$ cat src/rtl/des_key_sched_ctrl_pkg.sv
// Shared constants for the DES key-schedule sequencer: fixed DES widths,
// PC-1/PC-2 tables (1-based, FIPS 46 numbering) and the sequencer states.
package des_key_sched_ctrl_pkg;

   localparam int KEY_W  = 64;
   localparam int ROUNDS = 16;
   localparam int CD_W   = 28;
   localparam int SK_W   = 48;

   // Entry j names the key bit (1 = MSB) that lands in output bit j.
   localparam int PC1_TABLE [1:56] = '{
      57, 49, 41, 33, 25, 17,  9,
       1, 58, 50, 42, 34, 26, 18,
      10,  2, 59, 51, 43, 35, 27,
      19, 11,  3, 60, 52, 44, 36,
      63, 55, 47, 39, 31, 23, 15,
       7, 62, 54, 46, 38, 30, 22,
      14,  6, 61, 53, 45, 37, 29,
      21, 13,  5, 28, 20, 12,  4
   };

   // Entry j names the C||D bit (1 = MSB) that lands in subkey bit j.
   localparam int PC2_TABLE [1:48] = '{
      14, 17, 11, 24,  1,  5,
       3, 28, 15,  6, 21, 10,
      23, 19, 12,  4, 26,  8,
      16,  7, 27, 20, 13,  2,
      41, 52, 31, 37, 47, 55,
      30, 40, 51, 45, 33, 48,
      44, 49, 39, 56, 34, 53,
      46, 42, 50, 36, 29, 32
   };

   typedef enum logic [1:0] {
      IDLE,
      ISSUE,
      DRAIN,
      DONE
   } state_t;

endpackage

$ cat src/rtl/des_key_sched_ctrl_if.sv
// Host-side bus of the key-schedule sequencer: key load handshake plus the
// subkey read port used by the round datapath.
interface des_key_sched_ctrl_if;
   import des_key_sched_ctrl_pkg::*;

   logic             key_valid;
   logic             key_ready;
   logic [KEY_W-1:0] key_in;
   logic             rd_en;
   logic [3:0]       rd_round;
   logic             rd_decrypt;
   logic [SK_W-1:0]  rd_data;
   logic             rd_vld;

   modport master (
      output key_valid, key_in, rd_en, rd_round, rd_decrypt,
      input  key_ready, rd_data, rd_vld
   );

   modport slave (
      input  key_valid, key_in, rd_en, rd_round, rd_decrypt,
      output key_ready, rd_data, rd_vld
   );
endinterface

$ cat src/rtl/des_key_sched_ctrl_pc2.sv
// PC-2: combinational 56->48 permutation of C||D into one round subkey.
module des_key_sched_ctrl_pc2
   import des_key_sched_ctrl_pkg::*;
(
   input  logic [2*CD_W-1:0] cd,
   output logic [SK_W-1:0]   subkey
);
   // PC-2 drops C/D bits 9,18,22,25,35,38,43,54 by definition.
   logic unused_cd;
   assign unused_cd = ^{cd[47], cd[38], cd[34], cd[31], cd[21], cd[18], cd[13], cd[2]};

   generate
      for (genvar gi = 1; gi <= SK_W; gi++) begin : g_pc2
         assign subkey[SK_W-gi] = cd[2*CD_W-PC2_TABLE[gi]];
      end
   endgenerate
endmodule

$ cat src/rtl/des_key_sched_ctrl.sv
// DES key-schedule sequencer: applies PC-1 to an accepted key, streams round
// ids 1..16 to the pipelined rotation stage, stores PC-2 of every returned
// Ci/Di as K1..K16 and serves them in forward or reverse order.
module des_key_sched_ctrl
   import des_key_sched_ctrl_pkg::*;
(
   input  logic                clk,
   input  logic                rst_n,
   des_key_sched_ctrl_if.slave bus,
   output logic                ll_start,
   output logic [5:0]          ll_keyid,
   output logic [CD_W-1:0]     ll_C0,
   output logic [CD_W-1:0]     ll_D0,
   input  logic [CD_W-1:0]     ll_Ci,
   input  logic [CD_W-1:0]     ll_Di,
   output logic                busy,
   output logic                keys_valid
);
   state_t              state_reg;
   logic                key_ready_reg;
   logic [2*CD_W-1:0]   pc1_out;
   logic [SK_W-1:0]     pc2_out;
   logic [SK_W-1:0]     regfile [ROUNDS];
   logic                cap_en;
   logic [3:0]          cap_idx;
   logic [3:0]          rd_idx;
   logic                unused_parity;

   // Parity bits 8,16..64 never reach PC-1.
   assign unused_parity = ^{bus.key_in[56], bus.key_in[48], bus.key_in[40], bus.key_in[32],
                            bus.key_in[24], bus.key_in[16], bus.key_in[8], bus.key_in[0]};

   generate
      for (genvar gi = 1; gi <= 2*CD_W; gi++) begin : g_pc1
         assign pc1_out[2*CD_W-gi] = bus.key_in[KEY_W-PC1_TABLE[gi]];
      end
   endgenerate

   des_key_sched_ctrl_pc2 u_pc2 (
      .cd     ({ll_Ci, ll_Di}),
      .subkey (pc2_out)
   );

   assign bus.key_ready = key_ready_reg;

   // Ci/Di for keyid n arrive one cycle after issue, so slot n-2 is written while n is issued; DRAIN catches K16.
   always_comb begin
      cap_en  = 1'b0;
      cap_idx = 4'd0;
      if (state_reg == ISSUE && ll_keyid >= 6'd2) begin
         cap_en  = 1'b1;
         cap_idx = 4'(ll_keyid - 6'd2);
      end else if (state_reg == DRAIN) begin
         cap_en  = 1'b1;
         cap_idx = 4'(ROUNDS - 1);
      end
   end

   // Decrypt walks the schedule backwards: round r uses K(16-r).
   assign rd_idx = bus.rd_decrypt ? 4'(ROUNDS - 1) - bus.rd_round : bus.rd_round;

   // Sequencer FSM; ll_keyid doubles as the round counter n.
   always_ff @(posedge clk or negedge rst_n) begin
      if (!rst_n) begin
         state_reg     <= IDLE;
         key_ready_reg <= 1'b1;
         busy          <= 1'b0;
         keys_valid    <= 1'b0;
         ll_start      <= 1'b0;
         ll_keyid      <= '0;
         ll_C0         <= '0;
         ll_D0         <= '0;
      end else begin
         case (state_reg)
            IDLE: begin
               if (bus.key_valid) begin
                  ll_C0         <= pc1_out[2*CD_W-1:CD_W];
                  ll_D0         <= pc1_out[CD_W-1:0];
                  keys_valid    <= 1'b0;
                  busy          <= 1'b1;
                  key_ready_reg <= 1'b0;
                  ll_start      <= 1'b1;
                  ll_keyid      <= 6'd1;
                  state_reg     <= ISSUE;
               end
            end
            ISSUE: begin
               if (ll_keyid == 6'(ROUNDS)) begin
                  ll_start  <= 1'b0;
                  ll_keyid  <= '0;
                  state_reg <= DRAIN;
               end else begin
                  ll_keyid <= ll_keyid + 6'd1;
               end
            end
            DRAIN: begin
               state_reg <= DONE;
            end
            DONE: begin
               keys_valid    <= 1'b1;
               busy          <= 1'b0;
               key_ready_reg <= 1'b1;
               state_reg     <= IDLE;
            end
            default: state_reg <= IDLE;
         endcase
      end
   end

   // Subkey register file; reset discards any partial schedule.
   always_ff @(posedge clk or negedge rst_n) begin
      if (!rst_n) begin
         for (int i = 0; i < ROUNDS; i++) begin
            regfile[i] <= '0;
         end
      end else if (cap_en) begin
         regfile[cap_idx] <= pc2_out;
      end
   end

   // Registered read port; returns zero until a full schedule is stored.
   always_ff @(posedge clk or negedge rst_n) begin
      if (!rst_n) begin
         bus.rd_data <= '0;
         bus.rd_vld  <= 1'b0;
      end else begin
         bus.rd_vld  <= bus.rd_en;
         bus.rd_data <= keys_valid ? regfile[rd_idx] : '0;
      end
   end
endmodule

$ cat src/flat_wrapper.sv
// flat-port wrapper written by rule: the top's interface ports become plain ports
module des_key_sched_ctrl_flat import des_key_sched_ctrl_pkg::*;
  (clk, rst_n, ll_start, ll_keyid, ll_C0, ll_D0, ll_Ci, ll_Di, busy, keys_valid, bus_key_valid, bus_key_in, bus_rd_en, bus_rd_round, bus_rd_decrypt, bus_key_ready, bus_rd_data, bus_rd_vld);
  des_key_sched_ctrl_if bus_i ();
  input  logic clk;
  input  logic rst_n;
  output logic ll_start;
  output logic [5:0] ll_keyid;
  output logic [CD_W-1:0] ll_C0;
  output logic [CD_W-1:0] ll_D0;
  input  logic [CD_W-1:0] ll_Ci;
  input  logic [CD_W-1:0] ll_Di;
  output logic busy;
  output logic keys_valid;
  input wire logic [$bits(bus_i.key_valid)-1:0] bus_key_valid;
  input wire logic [$bits(bus_i.key_in)-1:0] bus_key_in;
  input wire logic [$bits(bus_i.rd_en)-1:0] bus_rd_en;
  input wire logic [$bits(bus_i.rd_round)-1:0] bus_rd_round;
  input wire logic [$bits(bus_i.rd_decrypt)-1:0] bus_rd_decrypt;
  output wire logic [$bits(bus_i.key_ready)-1:0] bus_key_ready;
  output wire logic [$bits(bus_i.rd_data)-1:0] bus_rd_data;
  output wire logic [$bits(bus_i.rd_vld)-1:0] bus_rd_vld;
  assign bus_i.key_valid = bus_key_valid;
  assign bus_i.key_in = bus_key_in;
  assign bus_i.rd_en = bus_rd_en;
  assign bus_i.rd_round = bus_rd_round;
  assign bus_i.rd_decrypt = bus_rd_decrypt;
  assign bus_key_ready = bus_i.key_ready;
  assign bus_rd_data = bus_i.rd_data;
  assign bus_rd_vld = bus_i.rd_vld;
  des_key_sched_ctrl u_core (.clk(clk), .rst_n(rst_n), .bus(bus_i), .ll_start(ll_start), .ll_keyid(ll_keyid), .ll_C0(ll_C0), .ll_D0(ll_D0), .ll_Ci(ll_Ci), .ll_Di(ll_Di), .busy(busy), .keys_valid(keys_valid));
endmodule
$ cat config.mk
export PLATFORM = sky130hd
export DESIGN_NAME = des_key_sched_ctrl_flat
export DESIGN_NICKNAME = d
export VERILOG_FILES = /design/src/rtl/des_key_sched_ctrl_pkg.sv /design/src/rtl/des_key_sched_ctrl_if.sv /design/src/rtl/des_key_sched_ctrl_pc2.sv /design/src/rtl/des_key_sched_ctrl.sv /design/src/flat_wrapper.sv
export SDC_FILE = /design/constraint.sdc
export NUM_CORES = 1
export LEC_CHECK = 0
export CORE_MARGIN = 5
export CORE_UTILIZATION = 43
export DETAILED_ROUTE_END_ITERATION = 16
export PLACE_DENSITY = 0.6
export REMOVE_ABC_BUFFERS = 1
export SYNTH_ARGS = -nofsm -noshare
export SYNTH_HDL_FRONTEND = slang
export SYNTH_HIERARCHICAL = 1
export SYNTH_SLANG_ARGS = --single-unit
$ cat constraint.sdc
create_clock -name clk -period 2.3 [get_ports clk]
set_input_delay 0.69 -clock clk [delete_from_list [all_inputs] [get_ports clk]]
set_output_delay 0.69 -clock clk [all_outputs]
set_load 0.01 [all_outputs]
# After elaboration in Yosys (flattened, before gate mapping)
# Index checks and enable logic that the tools add are counted.
# Widths: inputs -> output; s select.
# word_totals
regBits,885
inputBits,129
wordCells,75
# classes
n_addsub,3
order_cmp,4
n_eq_ne,6
mux,24
n_bitwise,2
n_reduce_logical,10
# ops
op,count
$bwmux 768,1
$bmux 48 s4,1
$demux 48 s4,1
$mux 48,4
$mux 4,3
$mux 6,2
$pmux 6 s2,1
$ge 5x5->1 const B,2
$not 4->5,2
$pmux 2 s4,1
$reduce_and 2->1,4
$add 6x1->6 const B,1
$eq 6x5->1 const B,1
$ge 6x2->1 const B,1
$pmux 1 s2,3
$lt 5x1->1 const B,1
$mux 1,5
$eq 2x2->1 const B,2
$mux 2,2
$ne 2x2->1 const B,2
$reduce_bool 2->1,2
$sub 4x2->4 const B,1
$sub 4x4->4 const A,1
$reduce_and 3->1,1
3 further kinds,4

# Logic depth before layout (Yosys ltp)
# Gate-level depths: netlist (run 1).
# logic_depth
ltp_word,9
depth_mapped,10
mapped_depth_nobuf,7

# Cells and area by module
# The synthesis (run 1) kept the hierarchy.
# by_module_without_submodules
mod,n_inst,cells_each,area_each_um2,seq_area_each_um2
des_key_sched_ctrl,1,3428,44986.9,22147.5
des_key_sched_ctrl_pc2,1,48,360.3,0.0

# Worst setup path before layout (run 1)
# OpenSTA, ideal clock, no wires.
# synth_path
path_kind,register to register
startpoint,register u_core.ll_keyid[1]
endpoint,register u_core/regfile[449] (netlist name)
setup_time_ns,0.125
t_arrival_ns,2.487
path_slack_ns,-0.312
stages_incl_launch_ff,9
n_path_buf,2
path_cell_list,dfrtp_1 buf_2 inv_1 ha_1 xnor2_1 nand4b_2 nor3_1 clkbuf_1 mux2_2
# synth_between
elab_chain_len,9
elab_cells_between_ends,12
cone_classes,add/sub (1); order compare (3); mux (5); bitwise (1); reduce/logical (2)
# synth_rtl
item,line,rtl
start: declaration,des_key_sched_ctrl.sv:11,"output logic [5:0] ll_keyid,"
start signal: assignment,des_key_sched_ctrl.sv:93,ll_keyid <= ll_keyid + 6'd1;
$ge 6x2->1,des_key_sched_ctrl.sv:50,if (state_reg == ISSUE && ll_keyid >= 6'd2) begin
$logic_and 1x1->1,des_key_sched_ctrl.sv:50,
$mux 4,des_key_sched_ctrl.sv:50,
$not 4->5 (not written as such),des_key_sched_ctrl.sv:117,regfile[cap_idx] <= pc2_out;
$ge 5x5->1 (not written as such) / $lt 5x1->1 (equally long branches),des_key_sched_ctrl.sv:117,
$logic_and 1x1->1 (not written as such),des_key_sched_ctrl.sv:117,
$mux 48 (not written as such),des_key_sched_ctrl.sv:117,
$demux 48 s4,des_key_sched_ctrl.sv:117,
$bwmux 768,des_key_sched_ctrl.sv:117,
end signal: indexed assignment,des_key_sched_ctrl.sv:117,
end: declaration,des_key_sched_ctrl.sv:23,logic [SK_W-1:0] regfile [ROUNDS];
# Parallel ways exist; a longest one is shown, timed or not.
# A chain may end at the register's enable or synchronous reset.

# Worst setup path after layout (run 1)
# layout_path
startpoint,register u_core.ll_keyid[2]
endpoint,register u_core/regfile[472] (netlist name)
# The elaborated chain is that of the path after synthesis.

==> results of run 1 <==
-- area by class of cell --
type / instances / area [um^2] / area share [%]
clock inverters: 37 / 510 / 0.902
diodes: 3 / 7.51 / 0.0133
flip-flops and latches: 885 / 22200 / 39.1
inverters: 9 / 36.3 / 0.0641
repair buffers: 631 / 7630 / 13.5
clock buffers: 147 / 2910 / 5.14
well taps: 1391 / 1740 / 3.07
multi-input cells: 2192 / 21600 / 38.2
-- power by group through the flow --
stage | clock [uW] | sequential, uW | combinational (uW)
global route | 17600 | 27700 | 22100
floorplan | 0 | 26000 | 12200
CTS | 17000 | 26800 | 20200
finish | 16600 | 27000 | 20500
global placement | 0 | 26800 | 19500
detailed placement | 0 | 27000 | 19900
-- layout by cell type, fill, tap and decap left out, types with 13 or more instances in the layout --
cell,synthesis,final
dfrtp_1,884,881
nor2b_1,49,49
a211oi_1,49,49
a31oi_1,48,48
clkinv_2,0,18
o21ai_0,107,107
clkdlybuf4s50_1,0,211
mux2_2,936,915
clkbuf_16,0,112
a22oi_1,48,48
clkbuf_8,0,19
o211ai_1,94,94
nand2_1,21,14
buf_12,0,148
mux2_4,20,47
o22ai_1,144,144
o221ai_1,49,49
clkbuf_1,211,26
a21oi_1,153,152
mux2i_1,238,237
buf_16,0,13
a221oi_1,47,47
mux4_2,95,95
buf_4,59,223
-- worst register-to-register path, cell delays in order, from the launching register on --
cell and delay (ns):
dfrtp_1 0.39, or3_4 0.38, or4_4 0.44, buf_6 0.16, nand4b_4 0.11, buf_6 0.11
nor3_4 0.04, buf_12 0.17, buf_12 0.15, buf_12 0.15, mux2_2 0.30
-- cells by family after synthesis --
family | after synthesis | synth area share (%)
AO/OA/AOI/OAI | 753 | 10.8
adder cells (fa/ha/maj) | 9 | 0.248
XOR/XNOR | 3 | 0.0580
buffers and inverters | 399 | 4.36
flip-flops | 885 | 48.8
AND/OR/NAND/NOR | 129 | 1.61
multiplexers | 1298 | 34.1
-- path summary, 6_finish.rpt --
path                                    start                     end  slack (ns)  cells past startpoint
max                        u_core/ll_keyid[2]     u_core/regfile[472]       -0.19                     10
min                                     rst_n  u_core/bus.rd_data[46]        0.09                      2
max reg2reg                u_core/ll_keyid[2]     u_core/regfile[472]       -0.19                     10
min reg2reg                  u_core/ll_D0[26]        u_core/ll_D0[26]        0.50                      1
max in group asynchronous               rst_n     u_core/regfile[463]        1.52                      3
min in group clk              bus_rd_round[0]  u_core/bus.rd_data[46]        0.43                      2
-- repair_timing --
action	4_1_cts	5_1_grt
pin swaps	6	4
cloned	7	12
hold endpoints to repair	0	0
resized for setup	56	29
setup buffers	12	13
endpoints found under the setup margin	791	814
-- metal layers --
| metal | part of all wire [%] | vias to the layer above | routed length, um | global-route usage [%] |
|---|---|---|---|---|
| li1 | - | 13900 | - | - |
| met1 | 44 | 16900 | 63600 | 35.0 |
| met2 | 47 | 1128 | 67400 | 39.5 |
| met3 | 6.7 | 207 | 9700 | 4.77 |
| met4 | 2.3 | 0 | 3330 | 5.95 |
| met5 | 0 | - | 0 | 0 |
-- through the flow --
step | cells | cell area [um^2] | setup WS, ns
after floorplan | 3086 | 43400 | -4.09
after global placement | 5066 | 52100 | -0.468
after detailed placement | 5066 | 52100 | -0.529
after CTS | 5268 | 56100 | -0.188
after global routing | 5293 | 56600 | -0.254
final | 5295 | 56600 | -0.191
==> summary.txt, run 1 <==
Outcome
  • Status: finished with violations
  • Failing checks: setup timing

Critical path
  • Worst path max stage delay: 0.44 ns
  • Critical path class: reg2reg
  • Worst Setup Start Kind: register
  • CP delay by family, top: simple AND/OR/NAND/NOR gates
  • Critical path, cell by cell: or3_4 -> or4_4 -> buf_6 -> nand4b_4 -> buf_6 -> nor3_4 -> buf_12 -> buf_12 -> buf_12 -> mux2_2
  • Buf/Inv on CP: 5
  • WP data arrival: 3.05 ns
  • CP max-delay cell: or4_4
  • CP Max Fanout: 11
  • CP required: 2.86 ns
  • Worst setup EP type: register
  • CP dominant cell by count: buf_12

Yosys
  • Top FF cell, synth: dfrtp_1
  • Synth top area share: 48.8%
  • Synth area leader: dfrtp_1
  • Seq/Total Area, Yosys: 48.8%
  • Most common cell in the netlist: mux2_2
  • Commonest cells in the netlist: mux2_2 (936), dfrtp_1 (884), mux2i_1 (238)
  • Avg Inst Size Synth: 13.0 um^2
  • Post-Syn Instances: 3,476
  • Register bit total from synthesis: 885
  • Yosys Warn Count: 6
  • Cell variety after synth: 54
  • Synthesized cell area: 45,300 um^2
  • Top cells by area, synth: dfrtp_1 (49%), mux2_2 (23%), mux2i_1 (5.3%), mux4_2 (4.7%), o22ai_1 (2.0%)
  • Async set-reset flop share out of synthesis: 100%
  • Post-synth EDFFs: 0

Timing
  • Setup TNS: -53.79 ns
  • Final hold vios: 0
  • Final worst-path cycle share: 108%
  • Min cycle time layout: 2.49 ns
  • Fmax: 0.401 GHz
  • Clock skew: 0.0344 ns
  • Worst hold slack: 0.0874 ns
  • Worst setup margin: -0.191 ns
  • Max_slew headroom: 54.4%
  • Max-slew violations: 0
  • Worst Tran Pin Value: 0.682 ns
  • Final setup viols: 516
  • Setup repair after global routing missed its margin: true

Min path
  • Hold Path Class: in2async

Drt
  • First DRT Iteration DRCs: 2,775
  • DRC Markers: 0
  • 1st-pass router iterations: 6
  • DR vias/cell: 6.08
  • Per-cell routed wire length: 27.2 um
  • Final WL: 144,000 um
  • Routed Antenna Nets: 0
  • Routed vias: 32,200

Power
  • Part of the power in registers: 42.1%
  • Clk pwr share: 26.0%
  • Sw frac: 30.5%
  • Power Dens Cells: 1130 nW/um^2
  • Power share of the combinational group: 31.9%
  • Net Sw Power: 19,600 uW
  • LEAKAGE: 0.0246 uW
  • Pwr Total: 64,100 uW
  • Max VDD drop: 0.000738 V
  • Internal: 44,500 uW

Clock network
  • Clk_lat worst skew: 0.69 ns
  • H-tree depth: 3
  • Max Root-Sink Buffers: 3
  • CTS Sinks: 885
  • Clock Tree Root: clkbuf_16
  • CTS buffer count: 100
  • TritonCTS clock tree: done
  • Post-CTS Hold Fix Bufs: 0
  • Clock slew seen by the registers of the worst setup and hold paths: 0.06 ns

Layout
  • Core Util, Final: 53.9%
  • Most flops, register: u_core/regfile
  • Top flop regs: u_core/regfile x768, u_core/bus.rd_data x48
  • Fillers: 8,778
  • Final net count: 3,957
  • Max FFs per register: 768
  • Layout cells sized above 1: 42.9%
  • P&R area growth vs syn: 24.8%

Die
  • Starting Density: 43.2%
  • Die ar.: 112,000 um^2
  • Top Ports: 244
  • Die W: 335 um
  • Core box area: 105,000 um^2
  • Die height: 335 um
  • Row cnt: 119

Placed design
  • HPWL Detailed: 89,900 um
  • Input/output buffers: 227
  • Final GP Congestion: 0.817

Job
  • Max cap viols: 0

Global routing
  • Vias in the first global route: 33,200
  • Total track usage: 24.7%
  • Grt total ovfl: 0
  • Largest net degree at the start of global routing: 112
  • Initial antenna violation count: 2
  • First-pass GRT wire length: 214,000 um
No activity file was read; power rests on OpenSTA's default activity.
==> run 2: changes to the inputs <==
--- a/config.mk
+++ b/config.mk
@@ -5,8 +5,10 @@
 export SDC_FILE = /design/constraint.sdc
 export NUM_CORES = 1
 export LEC_CHECK = 0
+export CORE_ASPECT_RATIO = 0.6
 export CORE_MARGIN = 5
 export CORE_UTILIZATION = 43
+export CTS_BUF_LIST = sky130_fd_sc_hd__clkbuf_16
 export DETAILED_ROUTE_END_ITERATION = 16
 export PLACE_DENSITY = 0.6
 export REMOVE_ABC_BUFFERS = 1
==> run 2 against run 1 <==
Net effect:
- the run still ends with setup timing left
- sequential cell count unchanged
- total power shrank 2.3%
- sequential share of layout area is 0.41 points higher
- fmax decreased by 0.50%
- highest routed layer unchanged
- critical path type unchanged
==> summary.txt, run 2 (synthesized netlist as in run 1, its figures left out) <==
Outcome
  • Status: finished with violations
  • Failing checks: setup timing

Placed design
  • Input/output buffers: 227
  • HPWL Detailed: 91,800 um
  • Final GP Congestion: 0.851
  • Cell Area, Placed: 52,100 um^2

Global routing
  • Grt total ovfl: 0
  • Initial antenna violation count: 4
  • Total track usage: 24.8%
  • First-pass GRT wire length: 214,000 um
  • Largest net degree at the start of global routing: 100
  • Vias in the first global route: 32,400

Die
  • Die height: 262 um
  • Core box area: 105,000 um^2
  • Die ar.: 112,000 um^2
  • Row cnt: 92
  • Starting Density: 43.2%
  • Die W: 429 um
  • Top Ports: 244

Clock network
  • Clock Tree Root: clkbuf_16
  • CTS Sinks: 885
  • CTS buffer count: 88
  • Clock slew seen by the registers of the worst setup and hold paths: 0.07 ns
  • Clk_lat worst skew: 0.72 ns
  • H-tree depth: 3
  • TritonCTS clock tree: done
  • Max Root-Sink Buffers: 3

Timing
  • Setup TNS: -62.77 ns
  • Fmax: 0.399 GHz
  • Worst Tran Pin Value: 0.849 ns
  • Max-slew violations: 0
  • Min cycle time layout: 2.50 ns
  • Max_slew headroom: 43.3%
  • Clock skew: 0.0219 ns
  • Worst setup margin: -0.204 ns
  • Final hold vios: 0
  • Final worst-path cycle share: 109%
  • Final setup viols: 649
  • Setup repair after global routing missed its margin: true

Layout
  • Most frequent cells in the layout: dfrtp_1 (881), mux2_2 (860), mux2i_1 (237)
  • Final net count: 3,944
  • Final instance area: 56,000 um^2
  • Max FFs per register: 768
  • Top flop regs: u_core/regfile x768, u_core/bus.rd_data x48
  • Most flops, register: u_core/regfile
  • Layout cells sized above 1: 42.3%
  • P&R area growth vs syn: 23.5%
  • Most common cell after layout, fill and taps aside: dfrtp_1

Critical path
  • WP data arrival: 3.11 ns
  • CP required: 2.90 ns
  • Worst Setup Start Kind: register
  • Worst setup EP type: register
  • Worst reg2reg path depth: 7
  • Critical path class: reg2reg
  • CP Max Fanout: 17

Drt
  • DR vias/cell: 6.08
  • Routed Antenna Nets: 0
  • DRC Markers: 0
  • First DRT Iteration DRCs: 2,685
  • Routed vias: 32,100
  • 1st-pass router iterations: 6
  • Per-cell routed wire length: 26.9 um
  • Final WL: 142,000 um

Min path
  • Min-Delay Path Depth: 1
  • Hold Path Class: in2reg

Power
  • LEAKAGE: 0.0246 uW
  • Max VDD drop: 0.000620 V
  • Power Dens Cells: 1120 nW/um^2
  • Pwr Total: 62,600 uW

Job
  • Max cap viols: 0
run 2: through the flow:
step                util [%]  cells  worst slack [ns]  hold slack, ns
floorplan                  -   3086             -4.09           0.394
global placement        49.7   5087            -0.605           0.486
detailed placement      49.7   5087            -0.629           0.492
CTS                     53.0   5273            -0.185           0.370
global route            53.4   5286            -0.237           0.389
finish                  53.4   5287            -0.204           0.415
run 2: routing by layer:
layer / track usage [%] / part of all wire (%) / vias up
met2: 37.6 / 44 / 1111
met5: 0 / 0 / -
li1: - / - / 13900
met3: 5.52 / 7.1 / 224
met1: 36.4 / 46 / 16900
met4: 6.06 / 2.3 / 0
run 2: where the power goes:
| part | leakage [uW] | switching (uW) | internal [uW] |
|---|---|---|---|
| clock | 0.00145 | 6650 | 8050 |
| sequential | 0.0110 | 4910 | 22100 |
| combinational | 0.0121 | 8200 | 12700 |
run 2: worst max-delay path, stage by stage (launching register included):
cell and delay (ns):
dfrtp_1 0.40, or3_4 0.41, or4_4 0.45, buf_6 0.16, nand4b_4 0.13, or2_4 0.21
buf_12 0.23, mux2_2 0.36
run 2: timing repair:
item / CTS / global route
resized for setup: 74 / 71
endpoints found under the setup margin: 833 / 813
setup buffers: 19 / 9
hold endpoints to repair: 7 / 0
hold buffers: 1 / 0
pin swaps: 9 / 4
cloned: 7 / 6
run 2: layout make-up:
type / count / area, um^2
fill: 8831 / 48900
sequential: 885 / 22200
timing repair buffer: 630 / 7350
clock buffer: 88 / 2200
tap: 1410 / 1760
inverter: 9 / 38.8
clock inverter: 71 / 647
antenna: 2 / 5.00
multi-input combinational: 2192 / 21900
run 2: worst paths after layout:
| path | startpoint | slack [ns] | endpoint |
|---|---|---|---|
| max | u_core/ll_keyid[2] | -0.20 | u_core/regfile[480] |
| min | bus_rd_en | 0.41 | u_core/bus.rd_vld |
| max reg2reg | u_core/ll_keyid[2] | -0.20 | u_core/regfile[480] |
| min reg2reg | u_core/ll_D0[2] | 0.50 | u_core/ll_D0[2] |
| max in group asynchronous | rst_n | 0.94 | u_core/regfile[548] |
| min in group asynchronous | rst_n | 0.45 | u_core/regfile[515] |
